===== src/rtl/seq_div_pkg.sv =====
// seq_div_pkg: shared definitions for the sequential restoring divider.
//   SEQ_DIV_WIDTH : default operand/result width
//   state_t       : controller states (IDLE, CALC, ZERO)
//   cw_of()       : width of a step counter that can hold the value WIDTH
package seq_div_pkg;

  localparam int SEQ_DIV_WIDTH = 32;

  typedef enum logic [1:0] {
    IDLE,
    CALC,
    ZERO
  } state_t;

  // The counter is loaded with WIDTH itself, so it needs one value beyond
  // WIDTH-1.
  function automatic int cw_of(input int width);
    return $clog2(width + 1);
  endfunction

endpackage


===== src/rtl/seq_div_step.sv =====
// div_step: one combinational restoring-division step.
// Ports:
//   r       in  WIDTH  partial remainder from the previous step (always < divisor)
//   dbit    in  1      next dividend bit, MSB first
//   divisor in  WIDTH  denominator
//   r_next  out WIDTH  partial remainder after this step
//   qbit    out 1      quotient bit produced by this step
module div_step
  import seq_div_pkg::*;
#(
  parameter int WIDTH = SEQ_DIV_WIDTH
) (
  input  logic [WIDTH-1:0] r,
  input  logic             dbit,
  input  logic [WIDTH-1:0] divisor,
  output logic [WIDTH-1:0] r_next,
  output logic             qbit
);

  logic [WIDTH:0] shifted;
  logic [WIDTH:0] diff;
  logic           carry;
  logic           diff_msb_unused;

  // The incoming remainder is below the divisor, so the shifted value fits in
  // WIDTH+1 bits. The trial subtraction is done in adder form; a carry out of
  // R + ~{0,divisor} + 1 means no borrow, so the subtraction is kept.
  always_comb begin
    shifted         = {r, dbit};
    {carry, diff}   = {1'b0, shifted} + {1'b0, ~{1'b0, divisor}} + (WIDTH + 2)'(1);
    qbit            = carry;
    r_next          = carry ? diff[WIDTH-1:0] : shifted[WIDTH-1:0];
    diff_msb_unused = diff[WIDTH];
  end

endmodule


===== src/rtl/seq_div.sv =====
// seq_div: sequential restoring divider, one quotient bit per clock.
// Optional feature macro: SEQ_DIV_SIGNED_EN (adds 'sgn' for two's-complement).
// Ports:
//   clk         in  1      rising-edge clock
//   rst         in  1      synchronous active-high reset
//   start       in  1      request, sampled only while idle
//   dividend    in  WIDTH  numerator, captured on accepted start
//   divisor     in  WIDTH  denominator, captured on accepted start
//   sgn         in  1      (SEQ_DIV_SIGNED_EN only) signed division select
//   busy        out 1      division in progress
//   done        out 1      one-cycle pulse, results valid from here on
//   quotient    out WIDTH  result, held until next accepted start
//   remainder   out WIDTH  result, held until next accepted start
//   div_by_zero out 1      divisor was zero, held with results
module seq_div
  import seq_div_pkg::*;
#(
  parameter  int WIDTH = SEQ_DIV_WIDTH,
  localparam int CW    = cw_of(WIDTH)
) (
  input  logic             clk,
  input  logic             rst,
  input  logic             start,
  input  logic [WIDTH-1:0] dividend,
  input  logic [WIDTH-1:0] divisor,
`ifdef SEQ_DIV_SIGNED_EN
  input  logic             sgn,
`endif
  output logic             busy,
  output logic             done,
  output logic [WIDTH-1:0] quotient,
  output logic [WIDTH-1:0] remainder,
  output logic             div_by_zero
);

  state_t           state;
  logic [CW-1:0]    count;
  logic [WIDTH-1:0] dvd;
  logic [WIDTH-1:0] dsr;
  logic [WIDTH-1:0] r_work;
  logic             neg_q;
  logic             neg_r;

  logic             a_neg;
  logic             b_neg;
  logic [WIDTH-1:0] a_mag;
  logic [WIDTH-1:0] b_mag;

  logic [WIDTH-1:0] step_r;
  logic             step_q;
  logic [WIDTH-1:0] q_final;

  // Operand conditioning at load time: in signed mode the core only ever
  // sees magnitudes and the signs are remembered for the final step.
`ifdef SEQ_DIV_SIGNED_EN
  always_comb begin
    a_neg = sgn & dividend[WIDTH-1];
    b_neg = sgn & divisor[WIDTH-1];
    a_mag = a_neg ? -dividend : dividend;
    b_mag = b_neg ? -divisor : divisor;
  end
`else
  always_comb begin
    a_neg = 1'b0;
    b_neg = 1'b0;
    a_mag = dividend;
    b_mag = divisor;
  end
`endif

  div_step #(.WIDTH(WIDTH)) u_step (
    .r       (r_work),
    .dbit    (dvd[WIDTH-1]),
    .divisor (dsr),
    .r_next  (step_r),
    .qbit    (step_q)
  );

  // Quotient bits are shifted into the bottom of the dividend register as its
  // bits are consumed from the top, so after the last step it holds the
  // quotient except for the bit being produced right now.
  assign q_final = {dvd[WIDTH-2:0], step_q};

  // Controller: accepts a request in IDLE, iterates the step WIDTH times in
  // CALC (or takes the one-cycle ZERO path), and registers the results.
  // MIN / -1 needs no special handling: the magnitude quotient is MIN and the
  // signs cancel, so it comes out as MIN with remainder 0.
  always_ff @(posedge clk) begin
    if (rst) begin
      state       <= IDLE;
      count       <= '0;
      busy        <= 1'b0;
      done        <= 1'b0;
      quotient    <= '0;
      remainder   <= '0;
      div_by_zero <= 1'b0;
      dvd         <= '0;
      dsr         <= '0;
      r_work      <= '0;
      neg_q       <= 1'b0;
      neg_r       <= 1'b0;
    end else begin
      done <= 1'b0;
      unique case (state)
        IDLE: begin
          if (start) begin
            quotient    <= '0;
            remainder   <= '0;
            div_by_zero <= 1'b0;
            r_work      <= '0;
            dsr         <= b_mag;
            neg_q       <= a_neg ^ b_neg;
            neg_r       <= a_neg;
            busy        <= 1'b1;
            if (divisor == '0) begin
              dvd   <= dividend;
              state <= ZERO;
            end else begin
              dvd   <= a_mag;
              count <= CW'(WIDTH);
              state <= CALC;
            end
          end
        end
        CALC: begin
          dvd    <= q_final;
          r_work <= step_r;
          count  <= count - CW'(1);
          if (count == CW'(1)) begin
            quotient  <= neg_q ? -q_final : q_final;
            remainder <= neg_r ? -step_r : step_r;
            done      <= 1'b1;
            busy      <= 1'b0;
            state     <= IDLE;
          end
        end
        ZERO: begin
          quotient    <= neg_r ? WIDTH'(1) : '1;
          remainder   <= dvd;
          div_by_zero <= 1'b1;
          done        <= 1'b1;
          busy        <= 1'b0;
          state       <= IDLE;
        end
        default: begin
          busy  <= 1'b0;
          state <= IDLE;
        end
      endcase
    end
  end

endmodule

===== config.mk =====
export PLATFORM = sky130hd
export DESIGN_NAME = seq_div
export DESIGN_NICKNAME = d
export VERILOG_FILES = /design/src/rtl/seq_div_pkg.sv /design/src/rtl/seq_div_step.sv /design/src/rtl/seq_div.sv
export SDC_FILE = /design/constraint.sdc
export NUM_CORES = 1
export LEC_CHECK = 0
export ABC_AREA = 1
export BUFFER_PORTS_ARGS = -buffer_cell sky130_fd_sc_hd__clkbuf_2
export CELL_PAD_IN_SITES_DETAIL_PLACEMENT = 1
export CELL_PAD_IN_SITES_GLOBAL_PLACEMENT = 1
export CORE_MARGIN = 1
export CORE_UTILIZATION = 35
export DETAILED_ROUTE_END_ITERATION = 8
export PLACE_DENSITY = 0.79
export SYNTH_ARGS = -nofsm -noshare
export SYNTH_HDL_FRONTEND = slang
export SYNTH_SLANG_ARGS = --single-unit

===== constraint.sdc =====
create_clock -name clk -period 1.9 [get_ports clk]
set_input_delay 0.285 -clock clk [delete_from_list [all_inputs] [get_ports clk]]
set_output_delay 0.285 -clock clk [all_outputs]
set_load 0.01 [all_outputs]

Word level (Yosys, flattened, before mapping)
Index checks and enable logic that the tools add are counted.

cells by class
  $add $sub $neg = 3
  multiply operators = 0
  divide/modulo/power cells = 0
  $lt $le $gt $ge = 0
  equality and inequality tests = 6
  shift-type cells = 0
  mux-type cells = 23
  bitwise gates (word level) = 1
  reductions and logical operators = 11

operator list
  operator                                             count
  case mux 32 bit (3 select lines)                     2
  two-way mux 32 bit                                   5
  case mux 32 bit (2 select lines)                     2
  adder 33 x 33 -> 34 bit                              1
  adder 34 x 1 -> 34 bit, second input constant        1
  NOT 32 -> 33 bit                                     1
  logical NOT 32 bit                                   1
  two-way mux 6 bit                                    2
  case mux 6 bit (2 select lines)                      1
  AND reduction 2 bit                                  4
  equality test 6 x 1 -> 1 bit, second input constant  1
  two-way mux 2 bit                                    3
  inequality test 2 bit, second input constant         3
  case mux 1 bit (2 select lines)                      3
  AND reduction 3 bit                                  2
  subtractor 6 x 1 -> 6 bit, second input constant     1
  two-way mux 1 bit                                    4
  case mux 2 bit (2 select lines)                      1
  nonzero test 2 bit                                   2
  nonzero test 3 bit                                   1
  equality test 2 x 1 -> 1 bit, second input constant  1
  equality test 2 bit, second input constant           1
  logical NOT 2 bit                                    1

word-level totals
  bits in registers = 171
  bits in latches = 0
  memory bits (writable) = 0
  bits in read-only memories = 0
  output and inout bits = 67
  memories kept = 0

Longest topological paths before layout
Gate-level depths: netlist (run 1).

  depth after elaboration = 6
  gate-level depth with buffers = 19
  gate-level depth less buffers = 18

Modules after synthesis
From an unflattened synthesis (run 1), not the netlist that was laid out.

second synthesis, totals
  cell total of the unflattened synthesis = 1647
  area, all modules = 10737.8 um^2

modules (own cells, without submodules)
  module    times used  cells an instance  area an instance (um^2)  seq. area each (um^2)
  seq_div   1           1008               7612.3                   3423.3
  div_step  1           639                3125.5                   0.0

Worst setup path after synthesis (run 1)
No wires, ideal clock.

  path kind = reg-to-reg
  from = reg dsr[20]
  to = reg remainder[12]
  setup time = 0.140 ns
  arrival = 1.931 ns
  required time = 1.760 ns
  slack = -0.171 ns
  cell stages (with the launch flop) = 17
  path buffers = 2
  cell sequence = dfxtp_1 -> inv_1 -> ha_1 -> nand2_1 -> inv_1 -> nand2_1 -> nand2_1 -> a21oi_2 -> nor2_2 -> nor2_2 -> buf_6 -> buf_6 -> nand3b_2 -> nand3_1 -> nand2_1 -> nand2_1 -> a21oi_2

on the way
  cells in the longest elaborated chain, start to end = 6

ends and longest elaborated chain
  element                           RTL line            source
  from (decl)                       seq_div.sv:39       logic [WIDTH-1:0] dsr;
  from (signal assigned)            seq_div.sv:111      dsr <= b_mag;
  NOT 32 -> 33 bit                  seq_div_step.sv:30  {carry, diff} = {1'b0, shifted} + {1'b0, ~{1'b0, divisor}} + (WIDTH + 2)'(1);
  adder 33 x 33 -> 34 bit           seq_div_step.sv:30
  adder 34 x 1 -> 34 bit            seq_div_step.sv:30
  two-way mux 32 bit                seq_div_step.sv:32  r_next = carry ? diff[WIDTH-1:0] : shifted[WIDTH-1:0];
  two-way mux 32 bit                seq_div.sv:129      if (count == CW'(1)) begin
  case mux 32 bit (3 select lines)  seq_div.sv:104      unique case (state)
  to (signal assigned)              seq_div.sv:131      remainder <= neg_r ? -step_r : step_r;
  to (signal assigned)              seq_div.sv:139      remainder <= dvd;
  to (decl)                         seq_div.sv:32       output logic [WIDTH-1:0] remainder,

No other way between the ends. The select of a mux whose other input is x is not followed.
A chain may end at the register's enable or synchronous reset.

Worst setup path in the final report (run 1)
  from = reg state[1]
  to = reg r_work[14]

on the way
  cells in the longest elaborated chain, start to end = 3
  elaborated cells between the ends (all ways) = 6
  classes of those cells = eq/ne: 2; mux: 1; reduce/logical: 3

ends and longest elaborated chain
  element                                                                              RTL line        source
  from (decl)                                                                          seq_div.sv:36   state_t state;
  from (signal assigned)                                                               seq_div.sv:90   state <= IDLE;
  from (signal assigned)                                                               seq_div.sv:117  state <= ZERO;
  from (signal assigned)                                                               seq_div.sv:121  state <= CALC;
  equality test 2 x 1 -> 1 bit / logical NOT 2 bit (equally long branches)             seq_div.sv:104
  nonzero test 2 bit (no source line) / inequality test 2 bit (equally long branches)  n/a
  AND reduction 2 bit (no source line)                                                 n/a
  to (signal assigned)                                                                 seq_div.sv:127  r_work <= step_r;
  to (decl)                                                                            seq_div.sv:40   logic [WIDTH-1:0] r_work;

Parallel ways exist; a longest one is shown, timed or not.

==> results of run 1 <==
## worst min-delay path, stage by stage
cell	delay (ns)
clkbuf_2	0.09
o21ai_0	0.08
a21oi_1	0.10
## what timing repair did
action                     in CTS  in global routing
cloned                          4                 11
hold endpoints to repair        0                  0
setup endpoints to repair      97                135
pin swaps                      60                126
setup buffers                  31                 45
resized for setup             206                345
## worst paths after layout
kind,end,cells past startpoint,startpoint,slack [ns]
setup / recovery,r_work[14],9,state[1],-0.97
hold / removal,dsr[20],3,divisor[20],0.12
setup reg to reg,r_work[14],9,state[1],-0.97
hold reg to reg,quotient[9],2,quotient[9],0.46
## cell families after synthesis
group	count (synthesis)	share of synthesized area [%]
buf+inv	292	11.9
flops	171	34.0
fa+ha+maj	39	4.92
simple gates	688	29.5
xor+xnor	17	1.48
compound gates	354	18.3
## state kept, by name (all words and copies together), names as in the netlist
register / cells
busy: 1
count: 6
div_by_zero: 1
done: 1
dsr: 32
dvd: 32
quotient: 32
r_work: 32
remainder: 32
state: 2
## synthesized netlist by cell type
cell and n:
o21ai_1 2, xor2_1 4, nor3_2 1, nand3_1 48
ha_1 38, dfxtp_1 171, nor4_1 8, clkinv_1 2
nor2_1 54, and2_1 3, a31oi_1 1, nand2_1 511
o21bai_1 1, nand2_4 5, buf_4 3, nor3_1 1
buf_12 1, nor2_2 5, a21oi_1 197, nand3b_2 8
fa_1 1, buf_2 5, nand3_2 11, buf_6 9
clkbuf_1 58, or2_2 1, nand2_2 4, buf_1 1
inv_1 210, a21oi_2 18, nor2_4 3, nand3b_1 12
or2_4 1, o21ai_0 135, inv_2 3, nand4_1 12
xnor2_1 13
## layout make-up
type / count / area (um2) / area share (%)
well taps: 378 / 473 / 2.92
clock buffers: 23 / 478 / 2.95
repair buffers: 415 / 3450 / 21.3
multi-input cells: 1100 / 7410 / 45.8
inverters: 215 / 807 / 4.98
clock inverters: 9 / 87.6 / 0.541
flip-flops and latches: 171 / 3480 / 21.5
## metrics by stage
step	hold slack (ns)	worst slack, ns	instance area [um2]	util, %
5_1_grt	0.138	-0.765	16200	57.7
2_1_floorplan	0.435	-0.00420	10400	-
6_report	0.118	-0.971	16200	57.7
3_5_place_dp	0.461	-0.536	12800	45.7
3_3_place_gp	0.453	-0.433	12800	45.7
4_1_cts	0.103	-0.275	14500	51.5
## cell usage in the layout (no fill, tap or decap), drive strengths merged
cell type / count
clkbuf: 165
buf: 273
bufinv: 1
ha: 38
inv: 215
xor2: 4
nand4: 12
and2: 3
nor2: 62
nor4: 8
dfxtp: 171
clkinvlp: 1
nand3: 59
nor3: 2
nand2: 522
a31oi: 1
a21oi: 215
fa: 1
clkinv: 7
xnor2: 13
o21bai: 1
o21ai: 137
or2: 2
nand3b: 20
## power groups by stage
stage          combinational [mW]  clock (mW)  sequential, mW
2_1_floorplan                2.99           0            4.05
3_3_place_gp                 4.79           0            4.10
3_5_place_dp                 4.95           0            4.11
4_1_cts                      5.96        3.51            4.05
5_1_grt                      8.61        3.76            4.14
6_report                     8.39        3.65            4.13
## layer usage
| metal | GRT usage (%) | vias to the layer above | share of wire (%) |
|---|---|---|---|
| met5 | 0 | - | 0 |
| met4 | 15.2 | 0 | 7.6 |
| met3 | 4.74 | 358 | 9.1 |
| met2 | 52.1 | 936 | 45 |
| met1 | 37.7 | 6643 | 38 |
| li1 | - | 5685 | - |
==> flow_summary.toml, run 1 <==
[setup_path]
crit_path_cell_trace = "inv_1 -> ha_4 -> buf_4 -> buf_12 -> nand2_1 -> nand2_4 -> buf_16 -> o21ai_0 -> a21oi_4"
crit_fanout = 46
critPathKind = "reg -> reg"
path_buf_inv = 4
required_ns = 2.18
slowest_stage = "o21ai_0"
cpPeakStageDelay_ns = 1.11
cp.arrival_ns = 3.15
critPathLaunchType = "register"
critPathCaptureType = "register"
cp_top_family = "compound AO/OA/AOI/OAI gates"

[timing]
rsz0062_at_grt = "yes"
skew_ns = 0.0150
setup_violations = 114
final-hold-violation-count = 0
final.setup.worst_slack_ns = -0.971
min_period_ns = 2.87
fin_crit_sh_pct = 151
slew_violations = 0
relSlewSlack_pct = 4.35
final.setup.tns_ns = -38.80
tightest_slew_ns = 1.42
fmax_ghz = 0.348

[detailed_routing]
drcViolationCount = 0
ant_nets = 0
first_pass_iters = 5
routed_via_density = 5.89
drtIter0Drc = 1137
drt-total-wl_um = 61700
vias = 13600
wl_per_cell_um = 26.7

[final_layout]
nets = 2026
area_growth_pct = 60.7
final_cells = 2311
antenna_cells = 0
final_layout_size_suffix_gt1_share_pct = 48.1
n_fill_cell = 3492

[logic_synthesis]
synth.area.top_cells = "dfxtp_1, nand2_1, a21oi_1"
synth_cell_types = 37
syn-cell-area_um2 = 10100
synth_top_area_cell = "dfxtp_1"
syn_avg_cell_area_um2 = 6.46
ys_seq_area_share_pct = 34.0
syn_inst = 1561
ys_seq_elements = 171
yosys_warnings = 0
synth.net_count = 1667
synth.top_cell.area_share_pct = 34.0

[placement]
hpwl_um = 28500
gp_congestion = 0.986
dpl.cell_count = 2190
port_buffers = 133

[global_route]
grt_use_total_pct = 30.7
grt_pass1_wl_um = 69400
grt_overflow = 0
grt_max_degree = 93
first_global_vias = 12400
antenna_found_initial = 0

[pwr]
internal_power_mw = 9.14
p_comb_share_pct = 51.9
p_total_mw = 16.2
pwr-share-clk_pct = 22.5
p_sw_mw = 7.04
switching_share_pct = 43.5
ir_drop_mv = 0.667
power_density_nw_per_um2 = 999
power.share.sequential_pct = 25.6
cellLeakagePower_nw = 7.57

[clocking]
insertion_delay_ns = 0.47
cts.path.max_buffers = 2
htreeDepth = 4
cts_tree = "built"
clock_sinks = 171
cts_made_buffers = 17
clk_pin_slew_worst_paths_ns = 0.07
cts_root_buffer = "clkbuf_16"
hold_buffers = 0

[status]
outcome = "finished, violations left"
violations = "setup timing"

[floorplanning]
chipHeight_um = 172
initial_core_util_pct = 35.9
pin_count = 134
die_x_um = 172
dieArea_um2 = 29500
rows = 61
core_um2 = 28100

[hold_path]
hp-class = "in -> reg"

[job]
maxCapViolCount = 0
Note: power is estimated with default switching activity, not from simulation.
==> run 2: changes to the inputs <==
Settings changed: PLACE_DENSITY 0.79 to 0.76.
Clock period 1.9 ns to 3 ns, I/O delays scaled along.
==> flow_summary.toml, run 2 (synthesis results as in run 1) <==
[setup_path]
cp.arrival_ns = 3.04
crit_fanout = 19
critPathLaunchType = "register"
critPathCaptureType = "register"
critPathKind = "reg -> reg"
required_ns = 3.28

[detailed_routing]
wl_per_cell_um = 16.6
vias = 10300
drt-total-wl_um = 34100
routed_via_density = 5.04
drtIter0Drc = 595
ant_nets = 0
drcViolationCount = 0
first_pass_iters = 5

[placement]
port_buffers = 133
gp_congestion = 0.874
hpwl_um = 25300
place_area_um2 = 11000
dpl.cell_count = 2016

[pwr]
power_density_nw_per_um2 = 617
ir_drop_mv = 0.376
cellLeakagePower_nw = 5.77

[clocking]
cts_setup_buffers = 0
clock_sinks = 171
cts_made_buffers = 17
cts.path.max_buffers = 2
ctsResizeCount = 0
cts_tree = "built"
insertion_delay_ns = 0.44
cts_root_buffer = "clkbuf_16"
htreeDepth = 4
hold_buffers = 0
clk_pin_slew_worst_paths_ns = 0.08

[timing]
final-hold-violation-count = 0
relSlewSlack_pct = 39.6
rsz0062_at_grt = "no"
slew_violations = 0
fin_crit_sh_pct = 92.0
whs_ns = 0.306
setup_violations = 0
final.setup.tns_ns = 0
tightest_slew_ns = 0.906
fmax_ghz = 0.362
min_period_ns = 2.76
skew_ns = 0.0150

[final_layout]
fin_util_pct = 41.4
final_layout_size_suffix_gt1_share_pct = 15.0
area_growth_pct = 15.4
layout_common_cells = "nand2_1, inv_1, a21oi_1, dfxtp_1, o21ai_0"
final_cells = 2049
nets = 1763
final_area_um2 = 11600
layout_commonest_cell = "nand2_1"
seq_area_um2 = 3420
multi_input_area_um2 = 5480
n_fill_cell = 3778

[global_route]
grt_use_total_pct = 23.7
grt_overflow = 0
antenna_found_initial = 1
first_global_vias = 10600
grt_pass1_wl_um = 54200
grt_max_degree = 79

[floorplanning]
pin_count = 134
die_x_um = 172
chipHeight_um = 172
initial_core_util_pct = 35.9
dieArea_um2 = 29500
rows = 61
core_um2 = 28100

[hold_path]
hp-class = "in -> reg"

[status]
outcome = "finished clean"

[job]
maxCapViolCount = 0
==> run 2: cell count changes in the layout (fill, tap and decap cells not counted), sizes merged, moves of 2 or more <==
cell / delta
nand2: -2
buf: -251
inv: +2
clkinv: +3
clkbuf: -15
==> run 2: metrics by stage <==
stage,setup WS [ns],power [mW]
after CTS,0.219,7.21
after detailed placement,0.236,4.95
after global placement,0.309,4.89
final,0.240,7.18
after floorplan,0.929,4.31
after global routing,0.0337,7.62
==> run 2: path summary, 6_finish.rpt <==
check / cells after the start / endpoint / startpoint / slack [ns]
max reg2reg: 13 / remainder[10] / dsr[28] / 0.24
min: 3 / dvd[27] / dividend[27] / 0.31
min reg2reg: 2 / dsr[11] / dsr[11] / 0.46
max: 13 / remainder[10] / dsr[28] / 0.24
==> run 2: layout make-up <==
| type | instances | share of cell area, % |
|---|---|---|
| Sequential cell | 171 | 29.4 |
| Multi-Input combinational cell | 1098 | 47.1 |
| Tap cell | 378 | 4.07 |
| Clock inverter | 14 | 1.33 |
| Inverter | 215 | 6.94 |
| Antenna cell | 1 | 0.0215 |
| Timing Repair Buffer | 154 | 7.29 |
| Clock buffer | 18 | 3.78 |
==> run 2: critical path, stage by stage, from the launching register on <==
cell,delay (ns)
dfxtp_1,0.31
inv_1,0.05
ha_1,0.35
a21oi_1,0.29
inv_1,0.09
o21ai_0,0.24
nand3_1,0.15
nor2_2,0.24
buf_4,0.35
nand3b_1,0.12
nand3_1,0.18
nand2_1,0.07
nand2_1,0.07
a21oi_1,0.06
==> run 2: metal layers <==
| metal | up-vias | routed length, um | global-route usage (%) |
|---|---|---|---|
| met1 | 4935 | 15400 | 29.4 |
| met3 | 47 | 1120 | 3.57 |
| li1 | 5146 | - | - |
| met2 | 195 | 16800 | 41.8 |
| met4 | 0 | 769 | 7.45 |
| met5 | - | 0 | 0 |
==> run 2: report_power, final <==
group	leakage, nW	internal, mW	total, mW	switching (mW)
registers	1.40	2.42	2.54	0.115
clock network	0.282	1.13	2.24	1.11
logic	4.08	0.771	2.40	1.63
